**src/rtl/xor_cipher_pkg.sv**
```systemverilog
// Shared opcode constants and controller state encoding for the XOR cipher front end.
package xor_cipher_pkg;

    localparam logic [7:0] OP_LOAD_KEY = 8'hA5;
    localparam logic [7:0] OP_LOAD_MSG = 8'h5A;
    localparam logic [7:0] OP_START    = 8'hC3;

    typedef enum logic [2:0] {
        ST_IDLE,
        ST_OPCODE,
        ST_KEY,
        ST_MSG,
        ST_WAIT_ENC,
        ST_ERR
    } ctrl_state_t;

endpackage

```
**src/rtl/frame_bit_counter.sv**
```systemverilog
// Up-counter with synchronous clear and a compare-against-limit terminal flag.
module frame_bit_counter #(
    parameter int unsigned WIDTH = 8
) (
    input  logic             clk,
    input  logic             rst_n,
    input  logic             clr,
    input  logic             inc,
    input  logic [WIDTH-1:0] limit,
    output logic             at_limit_c
);

    logic [WIDTH-1:0] count;

    always_ff @(posedge clk or negedge rst_n) begin
        if (!rst_n) begin
            count <= '0;
        end else if (clr) begin
            count <= '0;
        end else if (inc) begin
            count <= count + WIDTH'(1);
        end
    end

    assign at_limit_c = (count == limit);

endmodule

```
**src/rtl/xor_session_ctrl.sv**
```systemverilog
// Framed serial command sequencer: parses host opcodes, forwards key/message payloads
// to the cipher datapath and supervises the encryption run with a watchdog.
module xor_session_ctrl
    import xor_cipher_pkg::*;
#(
    parameter int unsigned KEY_SIZE = 32,
    parameter int unsigned MSG_SIZE = 512,
    parameter int unsigned TIMEOUT  = 2048
) (
    input  logic iClk,
    input  logic iRst,
    input  logic iFrame,
    input  logic iSerial_in,
    input  logic iSerial_end,
    output logic oSerial_data,
    output logic oLoad_key,
    output logic oLoad_msg,
    output logic oEn,
    output logic oBusy,
    output logic oDone,
    output logic oErr
);

    localparam int unsigned PAY_MAX = (KEY_SIZE > MSG_SIZE) ? KEY_SIZE : MSG_SIZE;
    localparam int unsigned PAY_W   = $clog2(PAY_MAX) + 1;
    localparam int unsigned WD_W    = $clog2(TIMEOUT) + 1;

    ctrl_state_t state;
    logic [6:0]  op_bits;
    logic [2:0]  op_cnt;
    logic        start_pend;
    logic        key_ok;
    logic        msg_ok;
    logic [7:0]  op_word;
    logic        load_state;
    logic        pay_full;
    logic        wd_full;
    logic [PAY_W-1:0] pay_limit;

    assign op_word    = {op_bits, iSerial_in};
    assign load_state = (state == ST_KEY) || (state == ST_MSG);
    assign pay_limit  = (state == ST_KEY) ? PAY_W'(KEY_SIZE) : PAY_W'(MSG_SIZE);

    frame_bit_counter #(.WIDTH(PAY_W)) u_pay_cnt (
        .clk        (iClk),
        .rst_n      (iRst),
        .clr        (!load_state),
        .inc        (load_state && iFrame && !pay_full),
        .limit      (pay_limit),
        .at_limit_c (pay_full)
    );

    frame_bit_counter #(.WIDTH(WD_W)) u_wd_cnt (
        .clk        (iClk),
        .rst_n      (iRst),
        .clr        (state != ST_WAIT_ENC),
        .inc        ((state == ST_WAIT_ENC) && !wd_full),
        .limit      (WD_W'(TIMEOUT)),
        .at_limit_c (wd_full)
    );

    // State change with the state-decoded status flags registered alongside it.
    task automatic go(input ctrl_state_t nxt);
        state <= nxt;
        oBusy <= (nxt != ST_IDLE);
        oEn   <= (nxt == ST_KEY) || (nxt == ST_MSG) || (nxt == ST_WAIT_ENC);
        oErr  <= (nxt == ST_ERR);
    endtask

    always_ff @(posedge iClk or negedge iRst) begin
        if (!iRst) begin
            state        <= ST_IDLE;
            op_bits      <= '0;
            op_cnt       <= '0;
            start_pend   <= 1'b0;
            key_ok       <= 1'b0;
            msg_ok       <= 1'b0;
            oSerial_data <= 1'b0;
            oLoad_key    <= 1'b0;
            oLoad_msg    <= 1'b0;
            oEn          <= 1'b0;
            oBusy        <= 1'b0;
            oDone        <= 1'b0;
            oErr         <= 1'b0;
        end else begin
            oSerial_data <= 1'b0;
            oLoad_key    <= 1'b0;
            oLoad_msg    <= 1'b0;
            oDone        <= 1'b0;
            case (state)
                ST_IDLE: begin
                    if (iFrame) begin
                        go(ST_OPCODE);
                        op_bits    <= {6'b0, iSerial_in};
                        op_cnt     <= 3'd1;
                        start_pend <= 1'b0;
                    end
                end
                ST_OPCODE: begin
                    if (start_pend) begin
                        // Start accepted only if the frame closes right after the opcode.
                        if (iFrame) begin
                            go(ST_ERR);
                        end else begin
                            go(ST_WAIT_ENC);
                            key_ok <= 1'b0;
                            msg_ok <= 1'b0;
                        end
                    end else if (!iFrame) begin
                        go(ST_ERR);
                    end else begin
                        op_bits <= op_word[6:0];
                        op_cnt  <= op_cnt + 3'd1;
                        if (op_cnt == 3'd7) begin
                            case (op_word)
                                OP_LOAD_KEY: go(ST_KEY);
                                OP_LOAD_MSG: go(ST_MSG);
                                OP_START: begin
                                    if (key_ok && msg_ok) start_pend <= 1'b1;
                                    else                  go(ST_ERR);
                                end
                                default:     go(ST_ERR);
                            endcase
                        end
                    end
                end
                ST_KEY, ST_MSG: begin
                    if (iFrame) begin
                        if (pay_full) begin
                            go(ST_ERR);
                        end else begin
                            oSerial_data <= iSerial_in;
                            oLoad_key    <= (state == ST_KEY);
                            oLoad_msg    <= (state == ST_MSG);
                        end
                    end else if (pay_full) begin
                        if (state == ST_KEY) key_ok <= 1'b1;
                        else                 msg_ok <= 1'b1;
                        go(ST_IDLE);
                    end else begin
                        go(ST_ERR);
                    end
                end
                ST_WAIT_ENC: begin
                    if (iSerial_end) begin
                        oDone <= 1'b1;
                        go(ST_IDLE);
                    end else if (wd_full) begin
                        go(ST_ERR);
                    end
                end
                ST_ERR: begin
                    key_ok <= 1'b0;
                    msg_ok <= 1'b0;
                    if (!iFrame) go(ST_IDLE);
                end
                default: go(ST_IDLE);
            endcase
        end
    end

endmodule
```
**config.mk**
```make
export PLATFORM = sky130hd
export DESIGN_NAME = xor_session_ctrl
export DESIGN_NICKNAME = d
export VERILOG_FILES = /design/src/rtl/xor_cipher_pkg.sv /design/src/rtl/frame_bit_counter.sv /design/src/rtl/xor_session_ctrl.sv
export SDC_FILE = /design/constraint.sdc
export NUM_CORES = 1
export LEC_CHECK = 0
export ABC_AREA = 1
export CORE_ASPECT_RATIO = 1.25
export CORE_MARGIN = 4
export CORE_UTILIZATION = 35
export DETAILED_ROUTE_END_ITERATION = 6
export SYNTH_ARGS = -nofsm -noshare
export SYNTH_HDL_FRONTEND = slang
export SYNTH_SLANG_ARGS = --single-unit
export TNS_END_PERCENT = 1
```
**constraint.sdc**
```tcl
create_clock -name iClk -period 1.3 [get_ports iClk]
set_input_delay 0.195 -clock iClk [delete_from_list [all_inputs] [get_ports iClk]]
set_output_delay 0.195 -clock iClk [all_outputs]
set_load 0.03 [all_outputs]
```
==> impl_metrics.py <==
metrics = {
    "grt": {
        "grt_pass1_vias": 2472,
        "antenna_found_initial": 0,
        "globalRouteOverflowTotal": 0,
        "grt_pass1_wl_mm": 10.4,
        "grt_max_degree": 46,
        "grtUsageTotal_pct": 14.7,
    },
    "timing": {
        "clock_skew_ns": 0.0144,
        "clock.fmax_mhz": 653,
        "setup_tns_ns": -4.57,
        "rsz0062_at_grt": "yes",
        "hold_violations": 0,
        "slew_headroom_pct": 80.2,
        "setup_viol": 34,
        "fin_crit_ns": 1.53,
        "period_share_pct": 118,
        "tightest_slew_ns": 0.296,
        "slew_viol_final": 0,
        "fin_ws_ns": -0.232,
    },
    "finish": {
        "final_nets": 437,
        "stdcell_area_mm2": 0.00356,
        "mostFrequentLayoutCells": "nand2_1, buf_4, dfrtp_1",
        "area_growth_pct": 43.0,
        "diodes": 0,
        "final_common_cell": "nand2_1",
        "fill_cells": 663,
        "drive_above_1_share_pct": 30.9,
    },
    "worst_setup_path": {
        "crit_arrival_ns": 1.77,
        "cp-start-kind": "register",
        "cp_top_family": "simple AND/OR/NAND/NOR gates",
        "crit_end": "state[1]$_DFFE_PN0P_",
        "reg2reg_from": "u_pay_cnt.count[1]$_DFFE_PN0P_",
        "ff2ff_setup_slack_ns": -0.23,
        "slowest_stage": "dfrtp_1",
        "path_cells": "inv_2 > ha_4 > nand3_2 > nor2_2 > nand2_2 > nand2_4 > nand2_4 > nor2_4 > nand2_1 > nand2_1",
        "r2r-end": "state[1]$_DFFE_PN0P_",
        "crit_required_ns": 1.54,
        "path_buf_inv": 1,
        "worstSetupPathType": "register to register",
        "cp_num_cells": 10,
        "reg2regPathDepth": 10,
        "slowest_delay_ns": 0.39,
        "critPathMaxFanout": 8,
        "endpoint_kind": "register",
        "critPathLaunch": "u_pay_cnt.count[1]$_DFFE_PN0P_",
    },
    "floorplanning": {
        "die-area_mm2": 0.00854,
        "initial_core_util_pct": 35.9,
        "rows": 34,
        "die_h_um": 102,
        "die_width_um": 83.5,
        "pin_count": 12,
        "core_region_area_mm2": 0.00693,
    },
    "synthesis": {
        "yosys.area.top_type_share_pct": 45.2,
        "syn_avg_cell_area_um2": 7.44,
        "ys_top_cells_by_area": "dfrtp_1, nand2_1, inv_1",
        "synth_seq_cells": 45,
        "syn_nets": 346,
        "synthDistinctLibCells": 29,
        "synth-seq-area-share_pct": 45.2,
        "ys.warnings.count": 0,
        "synth_top_cell_by_area": "dfrtp_1",
        "synth_cells": 335,
        "synth.cell_area_mm2": 0.00249,
    },
    "power_and_ir_drop": {
        "powerDensity_mw_per_mm2": 1410,
        "p_int_mw": 3.30,
        "total_leakage_power_nw": 1.76,
        "pwr-share-comb_pct": 40.6,
        "power_switching_mw": 1.73,
        "irDropWorstVdd_uv": 828,
        "sw_frac_of_total_pct": 34.4,
        "p_clk_share_pct": 25.0,
        "p_seq_share_pct": 34.4,
    },
    "drt": {
        "drtIter0Drc": 107,
        "via_per_inst": 4.76,
        "wl_mm": 6.07,
        "drt-pass1-iter-count": 5,
        "via_count": 2463,
        "ant_nets": 0,
        "wire_per_inst_um": 11.7,
        "drc_errors": 0,
    },
    "outcome": {
        "failed_checks": "setup timing",
        "outcome": "finished with violations",
    },
    "placement": {
        "place_area_mm2": 0.00318,
        "dpl.hpwl_mm": 4.35,
        "io_buffer_count": 11,
        "gp_congestion": 0.880,
    },
    "clock_network": {
        "root_buffer": "clkbuf_8",
        "cts_tree": "built",
        "clkSinkCount": 45,
        "htree_num_levels": 2,
        "cts.clk_slew.worst_paths_ns": 0.10,
        "worstSkewPairLatency_ns": 0.30,
        "cts_made_buffers": 5,
        "clock_path_buffers": 2,
    },
    "hold_path": {
        "hold_class": "input port to async pin",
    },
    "flow_run": {
        "cap_violations": 0,
    },
}
## what timing repair did
item	in CTS	in global routing
pin swaps	3	17
endpoints found under the hold margin	45	0
hold buffers	1	0
setup buffers	0	12
resized for setup	24	39
setup endpoints to repair	49	45
## state kept, by name (all words and copies together) (netlist names)
signal and flops:
op_bits 7, oLoad_key 1, u_pay_cnt.count 10, start_pend 1
oLoad_msg 1, msg_ok 1, oErr 1, oSerial_data 1
oEn 1, oDone 1, state 3, op_cnt 3
key_ok 1, oBusy 1, u_wd_cnt.count 12
## routing by layer
layer	routed length, µm	GRT usage (%)
met1	2550	16.1
met2	3270	28.2
met3	118	2.50
met4	128	5.94
met5	0	0
## tightest hold or removal path, cell delays in order
cell           delay [ns]
dlygate4sd3_1        0.52
buf_2                0.12
buf_12               0.24
## logic make-up (layout without fill, tap and decap cells)
kind of cell	after synthesis	after routing	synth area share (%)
compound gates	46	46	10.1
fa+ha+maj	6	6	3.01
mux	1	1	0.452
buf+inv	54	146	8.34
xor+xnor	2	2	0.703
flops	45	45	45.2
simple gates	181	181	32.1
## worst min-delay path by stage
stage,startpoint,endpoint,slack (ns),cells past startpoint
6_report,iRst,u_wd_cnt.count[7]$_DFFE_PN0P_,0.39,3
5_1_grt,iRst,u_wd_cnt.count[9]$_DFFE_PN0P_,0.43,3
4_1_cts,iRst,u_wd_cnt.count[9]$_DFFE_PN0P_,0.39,3
3_5_place_dp,iRst,u_wd_cnt.count[9]$_DFFE_PN0P_,0.20,2
3_3_place_gp,iRst,u_wd_cnt.count[9]$_DFFE_PN0P_,0.19,2
2_1_floorplan,iRst,key_ok$_DFFE_PN0P_,-0.10,0
## final cells by class
| class | instances | area [µm²] | share of cell area [%] |
|---|---|---|---|
| well taps | 90 | 113 | 3.16 |
| multi-input cells | 236 | 1290 | 36.2 |
| clock inverters | 3 | 65.1 | 1.83 |
| flip-flops and latches | 45 | 1130 | 31.7 |
| repair buffers | 87 | 698 | 19.6 |
| inverters | 51 | 198 | 5.55 |
| clock buffers | 5 | 68.8 | 1.93 |
## power by group through the flow
| stage | combinational, mW | sequential, mW | clock (mW) |
|---|---|---|---|
| CTS | 1.78 | 1.73 | 1.30 |
| floorplan | 0.868 | 1.85 | 0 |
| finish | 2.04 | 1.73 | 1.26 |
| global placement | 1.72 | 1.75 | 0 |
| global route | 2.30 | 1.76 | 1.35 |
| detailed placement | 1.75 | 1.75 | 0 |
## through the flow
step / setup WS [ns] / utilization [%] / power [mW] / hold slack [ns] / instances
after floorplan: -0.0913 / - / 2.71 / -0.101 / 335
after global placement: -0.281 / 45.8 / 3.47 / 0.194 / 496
after detailed placement: -0.341 / 45.8 / 3.50 / 0.199 / 496
after CTS: -0.217 / 48.5 / 4.81 / 0.391 / 505
after global routing: -0.318 / 51.4 / 5.40 / 0.427 / 517
final: -0.232 / 51.4 / 5.03 / 0.387 / 517
## cells in the mapped netlist
cell	instances
dfrtp_1	45
buf_2	1
mux2_2	1
nand2_1	83
a211oi_1	1
ha_1	6
a31oi_1	1
o22ai_1	6
a21oi_1	12
nand3_1	31
inv_2	3
o21ai_1	6
o21ai_0	16
a311oi_1	1
nand3b_1	2
o211ai_1	1
inv_1	48
nand2_2	2
buf_4	1
o21a_1	1
nor2_4	2
nor3_1	7
xor2_1	2
buf_1	1
nand4_1	13
a21boi_0	1
nand3_2	1
nor2_1	39
nand2_4	1
Note: power is estimated with default switching activity, not from simulation.
